==> src/rtl/breakout_pkg.sv <==
// Shared breakout constants: screen/brick geometry, damage levels and brick colours.
// Consumed by both the ball physics block and the brick field renderer.
package breakout_pkg;

  localparam int SCREEN_W        = 640;
  localparam int SCREEN_H        = 480;
  localparam int BALL_SIZE       = 8;
  localparam int FIRST_ROW_Y     = 40;
  localparam int SECOND_ROW_Y    = 90;
  localparam int BLOCK_WIDTH     = 80;
  localparam int BLOCK_HEIGHT    = 30;
  localparam int BLOCK_SPACING_X = 40;
  localparam int NUM_BRICKS      = 10;
  localparam int NUM_COLS        = 5;
  localparam int BRICK_PITCH_X   = BLOCK_WIDTH + BLOCK_SPACING_X;

  typedef logic [1:0] level_t;

  localparam level_t DESTROYED_LEVEL = 2'd3;

  localparam logic [7:0] COLOR_BLANK  = 8'h00;
  localparam logic [7:0] COLOR_RED    = 8'hE0;
  localparam logic [7:0] COLOR_ORANGE = 8'hEC;
  localparam logic [7:0] COLOR_YELLOW = 8'hFC;
  localparam logic [7:0] COLOR_FLASH  = 8'hFF;

  function automatic logic [7:0] level_colour(input level_t lvl);
    case (lvl)
      2'd0:    level_colour = COLOR_RED;
      2'd1:    level_colour = COLOR_ORANGE;
      2'd2:    level_colour = COLOR_YELLOW;
      default: level_colour = COLOR_BLANK;
    endcase
  endfunction

endpackage

==> src/rtl/brick_field_if.sv <==
// Bundle of brick-hit strobes, VGA pixel coordinates and the field's rendered/status outputs.
interface brick_field_if;
  logic       erase_enable;
  logic [5:0] e_pos;
  logic [1:0] active_data;
  logic [9:0] pixel_x;
  logic [9:0] pixel_y;
  logic       video_on;
  logic [7:0] rgb_out;
  logic       brick_px;
  logic [3:0] bricks_left;
  logic       all_clear;

  modport master (
    output erase_enable, e_pos, active_data, pixel_x, pixel_y, video_on,
    input  rgb_out, brick_px, bricks_left, all_clear
  );

  modport slave (
    input  erase_enable, e_pos, active_data, pixel_x, pixel_y, video_on,
    output rgb_out, brick_px, bricks_left, all_clear
  );
endinterface

==> src/rtl/brick_field_locator.sv <==
// Combinational pixel-to-brick lookup: flags whether (x,y) lies inside a brick and which one.
module brick_locator
  import breakout_pkg::*;
(
  input  logic [9:0] i_x,
  input  logic [9:0] i_y,
  output logic       o_inside,
  output logic [3:0] o_index
);

  logic       w_row_ok;
  logic       w_row;
  logic       w_col_ok;
  logic [2:0] w_col;

  always_comb begin
    w_row_ok = 1'b0;
    w_row    = 1'b0;
    w_col_ok = 1'b0;
    w_col    = 3'd0;
    if (i_y >= 10'(FIRST_ROW_Y) && i_y < 10'(FIRST_ROW_Y + BLOCK_HEIGHT)) begin
      w_row_ok = 1'b1;
    end else if (i_y >= 10'(SECOND_ROW_Y) && i_y < 10'(SECOND_ROW_Y + BLOCK_HEIGHT)) begin
      w_row_ok = 1'b1;
      w_row    = 1'b1;
    end
    // Columns start one spacing in from the left edge, so brick c begins at SPACING + c*PITCH
    for (int c = 0; c < NUM_COLS; c++) begin
      if (i_x >= 10'(BLOCK_SPACING_X + BRICK_PITCH_X * c) &&
          i_x <  10'(BLOCK_SPACING_X + BRICK_PITCH_X * c + BLOCK_WIDTH)) begin
        w_col_ok = 1'b1;
        w_col    = 3'(c);
      end
    end
    o_inside = w_row_ok && w_col_ok;
    o_index  = o_inside ? (4'(w_col) + (w_row ? 4'(NUM_COLS) : 4'd0)) : 4'd0;
  end

endmodule

==> src/rtl/brick_field.sv <==
// Brick damage store, hit-flash timer, 2-stage brick renderer and remaining-brick status.
module brick_field
  import breakout_pkg::*;
#(
  parameter int FLASH_CYCLES = 2500000,
  parameter int FLASH_W      = 22
) (
  input  logic          clk,
  input  logic          reset,
  input  logic          game_reset,
  brick_field_if.slave  bus
);

  logic [NUM_BRICKS-1:0][1:0] r_lvl;
  logic [FLASH_W-1:0]         r_flash_tmr;
  logic [3:0]                 r_flash_idx;
  logic                       w_hit;
  logic                       w_inside;
  logic [3:0]                 w_index;

  logic       r_vld_p1;
  logic       r_inside_p1;
  logic [3:0] r_idx_p1;
  level_t     w_lvl_p1;
  logic       w_flash_p1;
  logic [7:0] r_rgb_p2;
  logic       r_px_p2;

  logic [3:0] w_left;
  logic [3:0] r_left;
  logic       r_clear;

  assign w_hit = bus.erase_enable && (bus.e_pos < 6'(NUM_BRICKS));

  brick_locator u_locator (
    .i_x      (bus.pixel_x),
    .i_y      (bus.pixel_y),
    .o_inside (w_inside),
    .o_index  (w_index)
  );

  // game_reset outranks a coincident hit so a restart always yields a clean field
  always_ff @(posedge clk) begin
    if (!reset) begin
      r_lvl       <= '0;
      r_flash_tmr <= '0;
      r_flash_idx <= '0;
    end else if (game_reset) begin
      r_lvl       <= '0;
      r_flash_tmr <= '0;
    end else if (w_hit) begin
      r_lvl[bus.e_pos[3:0]] <= bus.active_data;
      r_flash_idx           <= bus.e_pos[3:0];
      r_flash_tmr           <= FLASH_W'(FLASH_CYCLES);
    end else if (r_flash_tmr != '0) begin
      r_flash_tmr <= r_flash_tmr - 1'b1;
    end
  end

  // Stage 1: register video_on and the brick lookup for the sampled pixel
  always_ff @(posedge clk) begin
    if (!reset) r_vld_p1 <= 1'b0;
    else        r_vld_p1 <= bus.video_on;
  end

  always_ff @(posedge clk) begin
    r_inside_p1 <= w_inside;
    r_idx_p1    <= w_index;
  end

  // Stage 2: colour from the level as stored before any same-cycle write
  always_comb begin
    w_lvl_p1   = (r_idx_p1 < 4'(NUM_BRICKS)) ? r_lvl[r_idx_p1] : DESTROYED_LEVEL;
    w_flash_p1 = (r_flash_tmr != '0) && (r_idx_p1 == r_flash_idx);
  end

  always_ff @(posedge clk) begin
    if (!reset) begin
      r_rgb_p2 <= COLOR_BLANK;
      r_px_p2  <= 1'b0;
    end else if (!r_vld_p1 || !r_inside_p1 || w_lvl_p1 == DESTROYED_LEVEL) begin
      r_rgb_p2 <= COLOR_BLANK;
      r_px_p2  <= 1'b0;
    end else begin
      r_rgb_p2 <= w_flash_p1 ? COLOR_FLASH : level_colour(w_lvl_p1);
      r_px_p2  <= 1'b1;
    end
  end

  always_comb begin
    w_left = 4'd0;
    for (int i = 0; i < NUM_BRICKS; i++) begin
      if (r_lvl[i] != DESTROYED_LEVEL) w_left = w_left + 4'd1;
    end
  end

  always_ff @(posedge clk) begin
    if (!reset) begin
      r_left  <= 4'(NUM_BRICKS);
      r_clear <= 1'b0;
    end else begin
      r_left  <= w_left;
      r_clear <= (w_left == 4'd0);
    end
  end

  assign bus.rgb_out     = r_rgb_p2;
  assign bus.brick_px    = r_px_p2;
  assign bus.bricks_left = r_left;
  assign bus.all_clear   = r_clear;

endmodule

==> src/flat_wrapper.sv <==
// flat-port wrapper written by rule: the top's interface ports become plain ports
module brick_field_flat import breakout_pkg::*;
#(
  parameter int FLASH_CYCLES = 2500000,
  parameter int FLASH_W      = 22
)
  (clk, reset, game_reset, bus_erase_enable, bus_e_pos, bus_active_data, bus_pixel_x, bus_pixel_y, bus_video_on, bus_rgb_out, bus_brick_px, bus_bricks_left, bus_all_clear);
  brick_field_if bus_i ();
  input  logic clk;
  input  logic reset;
  input  logic game_reset;
  input wire logic [$bits(bus_i.erase_enable)-1:0] bus_erase_enable;
  input wire logic [$bits(bus_i.e_pos)-1:0] bus_e_pos;
  input wire logic [$bits(bus_i.active_data)-1:0] bus_active_data;
  input wire logic [$bits(bus_i.pixel_x)-1:0] bus_pixel_x;
  input wire logic [$bits(bus_i.pixel_y)-1:0] bus_pixel_y;
  input wire logic [$bits(bus_i.video_on)-1:0] bus_video_on;
  output wire logic [$bits(bus_i.rgb_out)-1:0] bus_rgb_out;
  output wire logic [$bits(bus_i.brick_px)-1:0] bus_brick_px;
  output wire logic [$bits(bus_i.bricks_left)-1:0] bus_bricks_left;
  output wire logic [$bits(bus_i.all_clear)-1:0] bus_all_clear;
  assign bus_i.erase_enable = bus_erase_enable;
  assign bus_i.e_pos = bus_e_pos;
  assign bus_i.active_data = bus_active_data;
  assign bus_i.pixel_x = bus_pixel_x;
  assign bus_i.pixel_y = bus_pixel_y;
  assign bus_i.video_on = bus_video_on;
  assign bus_rgb_out = bus_i.rgb_out;
  assign bus_brick_px = bus_i.brick_px;
  assign bus_bricks_left = bus_i.bricks_left;
  assign bus_all_clear = bus_i.all_clear;
  brick_field #(.FLASH_CYCLES(FLASH_CYCLES), .FLASH_W(FLASH_W)) u_core (.clk(clk), .reset(reset), .game_reset(game_reset), .bus(bus_i));
endmodule
==> config.mk <==
export PLATFORM = sky130hd
export DESIGN_NAME = brick_field_flat
export DESIGN_NICKNAME = d
export VERILOG_FILES = /design/src/rtl/breakout_pkg.sv /design/src/rtl/brick_field_if.sv /design/src/rtl/brick_field_locator.sv /design/src/rtl/brick_field.sv /design/src/flat_wrapper.sv
export SDC_FILE = /design/constraint.sdc
export NUM_CORES = 1
export LEC_CHECK = 0
export BUFFER_PORTS_ARGS = -buffer_cell sky130_fd_sc_hd__clkbuf_2
export CORE_MARGIN = 2
export CORE_UTILIZATION = 55
export DETAILED_ROUTE_END_ITERATION = 16
export GPL_TIMING_DRIVEN = 0
export MAX_ROUTING_LAYER = met4
export PLACE_DENSITY = 0.76
export REMOVE_ABC_BUFFERS = 1
export SYNTH_ARGS = -nofsm -noshare
export SYNTH_HDL_FRONTEND = slang
export SYNTH_HIERARCHICAL = 1
export SYNTH_SLANG_ARGS = --single-unit
export TNS_END_PERCENT = 1
==> constraint.sdc <==
create_clock -name clk -period 8.05 [get_ports clk]
set_clock_uncertainty 0.2 [all_clocks]
set_input_delay 0.4025 -clock clk [delete_from_list [all_inputs] [get_ports clk]]
set_output_delay 0.4025 -clock clk [all_outputs]
set_load 0.005 [all_outputs]
## Word level (Yosys, flattened, before mapping)

Index checks and enable logic that the tools add are counted.
W data, S select, Z words.

- Add/subtract/negate cells: 11
- $mul: 0
- Divide/modulo/power cells: 0
- Magnitude comparators: 19
- Equality and inequality tests: 14
- Shifts and indexed selects: 0
- Mux-type cells: 34
- Bitwise gates (word level): 2
- Reduce and logical (&&, ||, !) cells: 23

Operator list:

| kind | count |
|---|---|
| $mux W22 | 2 |
| $mux W4 | 9 |
| $add A4 B1 Y4 const B | 8 |
| $lt A10 B7 Y1 const B | 3 |
| $pmux W8 S3 | 1 |
| $reduce_bool A22 Y1 | 1 |
| $sub A22 B1 Y22 const B | 1 |
| $bwmux W20 | 1 |
| $ge A10 B6 Y1 const B | 2 |
| $ge A10 B9 Y1 const B | 2 |
| $lt A10 B9 Y1 const B | 2 |
| $ne A2 B2 Y1 const B | 10 |
| $mux W3 | 4 |
| $logic_and A1 B1 Y1 | 11 |
| $mux W1 | 11 |
| $ge A10 B10 Y1 const B | 1 |
| $ge A10 B7 Y1 const B | 1 |
| $ge A10 B8 Y1 const B | 1 |
| $lt A10 B10 Y1 const B | 1 |
| $lt A10 B8 Y1 const B | 1 |
| $lt A4 B5 Y1 const B | 2 |
| $bmux W2 S4 | 1 |
| $demux W2 S4 | 1 |
| $mux W8 | 1 |
| other kinds (18) | 25 |

- Flip-flop bits (word level): 66
- Latch bits: 0
- Bits in writable memories: 0
- ROM bits: 0
- Input port bits: 33
- Output and inout port bits: 14
- Logic and storage cells: 123
- Memories: 0

## Depth between registers and ports, before layout

- Depth after elaboration: 21
- Mapped depth: 31
- Depth with buffers taken out: 29

## Hierarchy

Netlist, hierarchy kept.

By module, submodules not included:

| module | times used | cells each | area an instance (µm²) | seq. area each (µm²) |
|---|---|---|---|---|
| brick_field | 1 | 447 | 3852.4 | 1241.2 |
| brick_locator | 1 | 43 | 331.6 | 0.0 |

## Worst setup path before layout

No wires, ideal clock.

- Path type: flip-flop to flip-flop
- Start point: register u_core/r_lvl[1] (netlist name)
- End point: register u_core.r_left[3], in the netlist u_core/bus.bricks_left[3]
- Library setup time: 120 ps
- Arrival time: 5472 ps
- Data required time: 7730 ps
- Slack: 2258 ps
- Cell stages (with the launch flop): 31
- Buffers on the path: 2
- Clock period less this slack: 5792 ps
- Cells stage by stage: dfxtp_1 > nand2_1 > inv_1 > ha_1 > and3b_1 > or2_1 > buf_4 > xnor2_1 > nand2_1 > nand2_1 > ha_1 > a21bo_2 > a2111oi_0 > a41oi_1 > nand2_1 > nand2_1 > o21a_1 > ha_1 > nor2_1 > or2_2 > buf_1 > xnor2_1 > o21ai_0 > ha_1 > nand2_1 > xnor2_1 > xnor3_1 > o2111ai_1 > or4_4 > a211oi_1 > nor2_1

- Word-level cells in the longest chain between the ends: 20

Ends and longest elaborated chain:

| item | line | source |
|---|---|---|
| start, declared | brick_field.sv:14 | `logic [NUM_BRICKS-1:0][1:0] r_lvl;` |
| start signal, assigned by index | brick_field.sv:52 | `r_lvl[bus.e_pos[3:0]] <= bus.active_data;` |
| $ne A2 B2 Y1 (*) | brick_field.sv:93 | `if (r_lvl[i] != DESTROYED_LEVEL) w_left = w_left + 4'd1;` |
| $mux W1 (*) | brick_field.sv:93 |  |
| $add A1 B1 Y2 | brick_field.sv:93 |  |
| $mux W4 (*) | brick_field.sv:93 |  |
| $add A4 B1 Y4 | brick_field.sv:93 |  |
| $mux W4 (*) | brick_field.sv:93 |  |
| $add A4 B1 Y4 | brick_field.sv:93 |  |
| $mux W4 (*) | brick_field.sv:93 |  |
| [... 4 more ...] | n/a |  |
| $add A4 B1 Y4 | brick_field.sv:93 |  |
| $mux W4 (*) | brick_field.sv:93 |  |
| $add A4 B1 Y4 | brick_field.sv:93 |  |
| $mux W4 (*) | brick_field.sv:93 |  |
| $add A4 B1 Y4 | brick_field.sv:93 |  |
| $mux W4 (*) | brick_field.sv:93 |  |
| $add A4 B1 Y4 | brick_field.sv:93 |  |
| $mux W4 (*) | brick_field.sv:93 |  |
| end signal, assigned | brick_field.sv:99 | `r_left <= 4'(NUM_BRICKS);` |
| end signal, assigned | brick_field.sv:102 | `r_left <= w_left;` |
| end, declared | brick_field.sv:30 | `logic [3:0] r_left;` |

Every way passes the cells marked *; elsewhere a longest branch is shown, timed or not.
A chain may end at the register's enable or synchronous reset.

## Worst setup path after layout

Ends and elaborated chain as after synthesis.

==> run metrics <==
most common cell after layout, fill and taps aside=dfxtp_1; ranking of synthesized cells by area=dfxtp_1 (30%), nor2_1 (5.4%), nand2_1 (5.0%), mux2i_1 (4.5%), ha_1 (4.5%); Die Area=approximately 8300 um^2; P_leak=about 1.9 nW; share of post-route cells with drive strength above 1=about 16%; gr ovfl total=0; largest net degree at the start of global routing=30; DR iter-0 viols=205; Detail Placement HPWL=about 6900 um; arrival time worst endpoint=~6300 ps; Slew Limit Fails=0; CTS Buf Count=9; row count=31; critical path required time=approximately 8000 ps; # diodes=0; Crit Path Category=flip-flop to flip-flop; Yosys Warn Count=6; vias=approximately 3700; Die W=roughly 91 um; metal3 WL=roughly 380 um; first-pass iteration count of the detailed router=5; Synth-to-Final Area Change=10.4%; Layout Nets=~570; setup tns final=0 ps; M1 wire length=around 4200 um; Power Density=225 nW/um^2; Final Hold Vio Count=0; Final min period=6250 ps; post-cts hold buffer count=0; clk sink count=62; drt drc=0; final setup margin=1800 ps; flops & latches, synth=62; routed vias/inst=~5.9; sequential fraction of the synthesis area=roughly 30%; total core area=between 7000 and 8000 um^2; main combinational cell family by area after synthesis=simple AND/OR/NAND/NOR gates; Power, Total=roughly 1.0 mW; worst vdd ir=around 0.14 mV; Worst-Margin Slew=~1100 ps; WL per Instance=roughly 15 um; Max Fclk=around 0.16 GHz; CP endpoint kind=flip-flop; Buffers on Ports=42; post-synth top area share=around 30%; I/O pins=47; mux cell area share after synthesis=between 6 and 7%; Top cell by count, worst path=nand2_1; Syn Std Cell Area=between 4000 and 5000 um^2; Synth Instances=490; worst hold path class=primary input to flip-flop; CTS root buffer=clkbuf_8; CTS tree=done; Post-synth EDFFs=0; Adder-Cell Fraction of Synth Area=around 4.5%; most frequent cells in the layout=dfxtp_1 (62), nor2_1 (60), nand2_1 (56), clkbuf_2 (42), a21oi_1 (28); setup bufs post-CTS=0; final wirelength=around 9000 um; slowest CP cell=or4_4; DR WL met2=~4400 um; Synth Area in XOR/XNOR=roughly an eighth; worst skew pair latency=roughly 330 ps; Post-Synth Simple-Gate Area=24.9%; Antenna Nets Post-Route=0; Critical Path Start Type=flip-flop; Mapped Avg Cell Area=around 8.5 um^2; logic gate share of total power=35.3%; fin crit share=~78%; dpl ws=1850 ps; initial core utilization=a little under three fifths; Netlist cell types=just under 80; RSZ-0062 raised after global routing=no; gp weighted congestion=just over 0.9; Reg clk slew, reported paths=approximately 60 ps; clock share of power=between 20% and 30%; asr flop ratio synth=0%; top_reg_cell synth=dfxtp_1; Yosys top cell by area=dfxtp_1; H-tree Lvls=3; Sw Share=34.6%; clock buffer depth=2; Crit path largest cell delay=about 530 ps; highest routed layer=met4; outcome=completed; Sequential Power Share=a little over a third; initial antenna violation count=0; Die H=roughly 90 um; global-route wire length before repair=approximately 16000 um; vias in the first global route=roughly 3500; Total GRT Usage=between 20% and 30%; final setup violation count=0; P_sw=around 360 uW; maxcap violations=0; Pint=approximately 680 uW; Synth Area in Compound Gates=around 18%; worst-path maximum fanout=6; Slew HR=about 25%; post-CTS sizing=0
[metal layers]
metal | track usage, % | vias to the layer above
met2 | 37.8 | 89
met4 | 8.59 | 0
met3 | 3.40 | 19
li1 | - | 1836
met5 | - | -
met1 | 29.8 | 1752
[worst max-delay path, delay by kind of cell (launching register included)]
family | cells | cell delay [ps]
compound gates | 7 | 1480
xor+xnor | 4 | 800
fa+ha+maj | 4 | 1110
buf+inv | 1 | 60
flops | 1 | 340
simple gates | 12 | 2150
[registers in the layout (all words and copies together), names as in the netlist]
name / count
u_core/bus.all_clear: 1
u_core/bus.brick_px: 1
u_core/bus.bricks_left: 4
u_core/bus.rgb_out: 4
u_core/r_flash_idx: 4
u_core/r_flash_tmr: 22
u_core/r_idx_p1: 4
u_core/r_inside_p1: 1
u_core/r_lvl: 20
u_core/r_vld_p1: 1
[Yosys cell counts, drive strengths merged (2+ instances only)]
| library cell | n |
|---|---|
| a2111oi | 5 |
| a211o | 3 |
| a211oi | 7 |
| a21bo | 2 |
| a21boi | 4 |
| a21o | 2 |
| a21oi | 28 |
| a221oi | 2 |
| a22oi | 2 |
| a31o | 2 |
| and2 | 10 |
| and4 | 5 |
| buf | 11 |
| clkbuf | 12 |
| dfxtp | 62 |
| ha | 15 |
| inv | 13 |
| mux2i | 19 |
| mux4 | 4 |
| nand2 | 56 |
| nand2b | 3 |
| nand3 | 23 |
| nand3b | 5 |
| nand4 | 5 |
| nand4b | 2 |
| nor2 | 61 |
| nor2b | 5 |
| nor3 | 14 |
| nor3b | 3 |
| nor4 | 8 |
| o2111ai | 4 |
| o211ai | 5 |
| o21a | 4 |
| o21ai | 11 |
| o22ai | 3 |
| o31ai | 4 |
| or2 | 2 |
| or3 | 4 |
| or4 | 2 |
| xnor2 | 23 |
| xnor3 | 8 |
| xor2 | 10 |
[area by class of cell]
class	count	area, um^2
clock inverter	4	70.1
sequential	62	1240
timing repair buffer	42	210
multi-input combinational	392	2780
clock buffer	12	145
inverter	13	48.8
fill	639	2670
tap	99	124
[cell families (layout without fill, tap and decap cells)]
kind of cell    Yosys count  after routing
mux                      23             23
xor+xnor                 41             41
buf+inv                  36             71
simple gates            212            212
fa+ha+maj                15             15
flops                    62             62
compound gates          101            101
[path summary, 6_finish.rpt]
| path | from | to | slack, ps | cells after the start |
|---|---|---|---|---|
| setup / recovery | u_core/r_lvl[1] | u_core/bus.bricks_left[3] | 1800 | 28 |
| hold / removal | bus_video_on | u_core/r_vld_p1 | 90 | 2 |
| setup reg to reg | u_core/r_lvl[1] | u_core/bus.bricks_left[3] | 1800 | 28 |
| hold reg to reg | u_core/r_flash_tmr[12] | u_core/r_flash_tmr[12] | 260 | 2 |
[metrics by stage]
stage	hold slack [ps]	utilization (%)	cell area (um^2)	cells
2_1_floorplan	236	-	4070	467
3_3_place_gp	243	60.4	4400	608
3_5_place_dp	256	60.4	4400	608
4_1_cts	83.8	63.3	4620	624
5_1_grt	88.4	63.3	4620	624
6_report	87.5	63.3	4620	624
[power by group through the flow]
| stage | registers [mW] | logic (mW) | clock network (mW) |
|---|---|---|---|
| after floorplan | 0.376 | 0.294 | 0 |
| after global placement | 0.380 | 0.348 | 0 |
| after detailed placement | 0.382 | 0.360 | 0 |
| after CTS | 0.375 | 0.366 | 0.300 |
| after global routing | 0.380 | 0.421 | 0.317 |
| final | 0.376 | 0.367 | 0.297 |
Note: power is estimated with default switching activity, not from simulation.
